File: src/rtl/rv32i_alu.sv
// rv32i_alu: registered 32-bit integer ALU for the RV32I execute stage.
// Evaluates the ten RV32I register-register operations selected by alu_ctrl
// and registers the result, a zero flag and a valid pulse (1-cycle latency).
// Optional feature macro: ALU_PASS_B_EN -- when defined, alu_ctrl 4'b1010
// passes operand b through to the result (LUI / immediate pass-through);
// when undefined, 4'b1010 behaves like the other unused codes (result 0).
`timescale 1ns/1ps

module rv32i_alu (
   input  logic        clk,
   input  logic        rst_n,
   input  logic [31:0] a,
   input  logic [31:0] b,
   input  logic [3:0]  alu_ctrl,
   input  logic        in_valid,
   output logic [31:0] result,
   output logic        zero,
   output logic        out_valid
);

   typedef enum logic [3:0] {
      ALU_ADD    = 4'b0000,
      ALU_SUB    = 4'b0001,
      ALU_AND    = 4'b0010,
      ALU_OR     = 4'b0011,
      ALU_XOR    = 4'b0100,
      ALU_SLL    = 4'b0101,
      ALU_SRL    = 4'b0110,
      ALU_SRA    = 4'b0111,
      ALU_SLT    = 4'b1000,
      ALU_SLTU   = 4'b1001,
      ALU_PASS_B = 4'b1010
   } alu_op_e;

   alu_op_e     op;
   logic [4:0]  shamt;
   logic [31:0] alu_res;

   logic [31:0] result_d, result_q;
   logic        zero_d, zero_q;
   logic        out_valid_d, out_valid_q;

   // Codes 1011..1111 are not enum members; they fall to the default arm.
   assign op    = alu_op_e'(alu_ctrl);
   // Only the low five bits of b shift, so a shift by 32 acts as a shift by 0.
   assign shamt = b[4:0];

   // Combinational operation datapath; unused codes produce zero.
   always_comb begin
      // NOTE: assigning a default before the case keeps every path driven,
      // so no latch is inferred for codes the case does not list.
      alu_res = '0;
      case (op)
         ALU_ADD:    alu_res = a + b;
         ALU_SUB:    alu_res = a - b;
         ALU_AND:    alu_res = a & b;
         ALU_OR:     alu_res = a | b;
         ALU_XOR:    alu_res = a ^ b;
         ALU_SLL:    alu_res = a << shamt;
         ALU_SRL:    alu_res = a >> shamt;
         ALU_SRA:    alu_res = $signed(a) >>> shamt;
         ALU_SLT:    alu_res = {31'b0, $signed(a) < $signed(b)};
         ALU_SLTU:   alu_res = {31'b0, a < b};
`ifdef ALU_PASS_B_EN
         ALU_PASS_B: alu_res = b;
`else
         ALU_PASS_B: alu_res = '0;
`endif
         default:    alu_res = '0;
      endcase
   end

   // Next-state: capture on in_valid, otherwise hold result/zero and drop valid.
   always_comb begin
      result_d    = result_q;
      zero_d      = zero_q;
      out_valid_d = in_valid;
      if (in_valid) begin
         result_d = alu_res;
         // zero comes from the very value being loaded, not from result_q.
         zero_d   = (alu_res == 32'd0);
      end
   end

   // Output registers with synchronous active-low reset taking priority.
   always_ff @(posedge clk) begin
      // NOTE: non-blocking assignments here so every flop samples the values
      // from before this edge, independent of statement order.
      if (!rst_n) begin
         result_q    <= '0;
         zero_q      <= 1'b1;
         out_valid_q <= 1'b0;
      end else begin
         result_q    <= result_d;
         zero_q      <= zero_d;
         out_valid_q <= out_valid_d;
      end
   end

   assign result    = result_q;
   assign zero      = zero_q;
   assign out_valid = out_valid_q;

endmodule

File: config.mk
export PLATFORM = sky130hd
export DESIGN_NAME = rv32i_alu
export DESIGN_NICKNAME = d
export VERILOG_FILES = /design/src/rtl/rv32i_alu.sv
export SDC_FILE = /design/constraint.sdc
export NUM_CORES = 1
export LEC_CHECK = 0
export CAP_MARGIN = 20
export CORE_MARGIN = 2
export CORE_UTILIZATION = 45
export CTS_CLUSTER_SIZE = 14
export DETAILED_ROUTE_END_ITERATION = 10
export PLACE_DENSITY = 0.65
export SETUP_SLACK_MARGIN = 0.15
export SYNTH_ARGS = -nofsm -noshare
export SYNTH_HDL_FRONTEND = slang
export SYNTH_SLANG_ARGS = --single-unit
File: constraint.sdc
create_clock -name clk -period 8.9 [get_ports clk]
set_clock_uncertainty 0.05 [all_clocks]
set_input_delay 1.78 -clock clk [delete_from_list [all_inputs] [get_ports clk]]
set_output_delay 1.78 -clock clk [all_outputs]
set_load 0.03 [all_outputs]
==> flow_summary.toml <==
[status]
status = "complete, no violations"

[power]
p_clk_share_pct = 15.8
ir_drop_mv = 0.103
pwr-share-seq_pct = 15.3
p_per_area_mw_per_mm2 = 90.9
p_sw_share_pct = 51.3
p_switching_w = 0.000577
internal_power_w = 0.000546
p_leak_nw = 4.91
comb_power_share_pct = 68.9

[clock_tree]
cts_tree = "done"
ctsResizeCount = 0
clock_latency_ns = 0.28
cts_hold_buf = 0
cts_buffers = 5
clockBufferDepth = 2
cts-htree-levels = 2
path_clk_slew_ns = 0.05
cts_root_buf = "clkbuf_16"
post_cts_buffers = 0
cts.sinks = 34

[timing]
period_share_pct = 75.0
setup_viol = 0
worst_pin_slew_ns = 1.03
max_freq_mhz = 150
slew_viol_final = 0
fin_setup_tns_ns = 0
finalCriticalPeriod_ns = 6.67
hold-worst-slack_ns = 0.433
rsz0062_at_grt = "no"
max-slew-margin-rel_pct = 31.4
finalHoldViolations = 0

[min_path]
worstHoldPathType = "flip-flop to flip-flop"
worstHoldStart = "result[24]"

[finish]
layout_common_cells = "182 x nor2_1, 136 x nand2_1, 125 x a21oi_1"
fillers = 2549
final_cells = 1909
areaGrowthSynthToFinish_pct = 9.73
final_common_cell = "nor2_1"
multi_input_area_mm2 = 0.00951
drive_gt1_share_pct = 8.65
regArea_um2 = 681
fin_nets = 1754

[drt]
via_per_inst = 7.14
num_vias = 13600
drt_iter0_drc = 2020
post-route-drc-count = 0
routedWlPerCell_um = 29.2
drtPass1Iterations = 7
drt-total-wl_um = 55700
ant_nets = 0

[worst_setup_path]
crit_type = "input pin to flip-flop"
critPathSlowestCell = "a311oi_1"
critPathLaunchType = "input pin"
reg2reg_slack_ns = 8.05
worstPathRequired_ns = 9.04
endpoint_kind = "flip-flop"
cpMostUsedCell = "a21o_1"
cp.buffers_inverters = 3
critPathMaxFanout = 30
path_delay_family = "compound AO/OA/AOI/OAI gates"
cp_cell_sequence = "clkdlybuf4s50_1 > buf_4 > inv_1 > ha_1 > a21o_1 > a21oi_1 > a211oi_1 > a311oi_1 > o21ai_0 > a21o_1 > o32ai_1 > nand4_1 > nor4_1 > nand2_1 > o311ai_2"
critPathLaunch = "b[4]"
critical_path_arrival_ns = 6.82
critPathMaxStageDelay_ns = 0.60
r2r_start = "result[31]"

[synthesis]
postSynthAreaPerCell_um2 = 7.11
synth_warnings = 0
ys_seq_elements = 34
netlist.area_leader.share_pct = 10.9
syn_inst = 1584
yosysTopAreaCell = "ha_1"
yosys-top-cells-area = "ha_1 11%, mux4_2 7.0%, nor2_1 6.1%"
synthFlopType = "dfxtp_1"
syn_nets = 1755
yosys.cell_types.count = 99
synth-edff-count = 0
netlist_area_mm2 = 0.0113
synth_async_sr_flop_share_pct = 0
seq_area_frac_synth_pct = 6.04

[job]
max_cap_violations = 0

[die]
initial_core_util_pct = 46.0
die_x_um = 162
die_area_mm2 = 0.0263
core_mm2 = 0.0245
die_h_um = 162
ioPinCount = 105
rows = 57

[global_routing]
overflow = 0
grt.total_usage_pct = 41.0
grt_pass1_wl_um = 81800
grt_antenna_before_repair = 1
grt_max_degree = 66
grt_pass1_vias = 12300

[place]
gp_congestion = 1.07
place_inst = 1900
io_buffers = 104
hpwl_um = 43700
## synthesized netlist by cell type, drive strengths merged, types with 20 or more instances
| cell | count |
|---|---|
| a211oi | 61 |
| a21oi | 127 |
| a31oi | 20 |
| buf | 62 |
| clkbuf | 80 |
| dfxtp | 34 |
| ha | 98 |
| inv | 94 |
| mux2 | 28 |
| mux2i | 52 |
| mux4 | 39 |
| nand2 | 136 |
| nand3 | 39 |
| nand4 | 20 |
| nor2 | 182 |
| nor3 | 41 |
| o211ai | 31 |
| o21ai | 59 |
| o221ai | 21 |
| o22ai | 34 |
## metrics by stage
step           instance area [µm²]  util [%]  total power, W  worst slack (ns)
2_1_floorplan                11300         -        0.000662              3.11
3_3_place_gp                 12200      49.9        0.000916              2.24
3_5_place_dp                 12200      49.9        0.000916              2.10
4_1_cts                      12400      50.5         0.00110              2.38
5_1_grt                      12400      50.5         0.00117              2.01
6_report                     12400      50.5         0.00112              2.23
## metal layers
metal	GRT usage [%]	wire [µm]
met5	0	0
met2	61.3	23300
met4	15.2	2690
met1	57.9	23500
met3	8.84	6270
## power by group through the flow
stage	Combinational, W	Sequential, W	Clock (W)
after floorplan	0.000463	0.000199	0
after global placement	0.000741	0.000174	0
after detailed placement	0.000742	0.000175	0
after CTS	0.000746	0.000171	0.000180
after global routing	0.000813	0.000173	0.000188
final	0.000774	0.000171	0.000177
## cells by family (layout without fill, tap and decap cells)
group                    Yosys count  count (layout)  share of synthesized area [%]
multiplexers                     119             119                           15.4
other                              0               1                              0
buffers and inverters            238             238                           9.79
AND/OR/NAND/NOR                  543             543                           23.1
AO/OA/AOI/OAI                    536             536                           33.4
XOR/XNOR                          14              14                           1.09
flip-flops                        34              34                           6.04
adder cells (fa/ha/maj)          100             100                           11.2
## cell type report
class                           count  area share [%]
Sequential cell                    34            5.51
Tap cell                          324            3.28
Inverter                           96            2.96
Multi-Input combinational cell   1312            77.0
Clock inverter                      1          0.0405
Clock buffer                        7            1.15
Antenna cell                        1          0.0203
Timing Repair Buffer              134            10.1
## worst min-delay path, delay by kind of cell, from the launching register on
family,cells,cell delay (ns)
flops,1,0.31
simple gates,2,0.13
## final timing paths
path	to	cells after the start
max	zero	15
min	result[24]	2
max reg2reg	result[31]	2
min reg2reg	result[24]	2
## flip-flops by register name, summed over array words and instances (netlist names)
| register | cells |
|---|---|
| result | 32 |
| zero | 1 |
| out_valid | 1 |
Power figures use the tool's default switching activity.
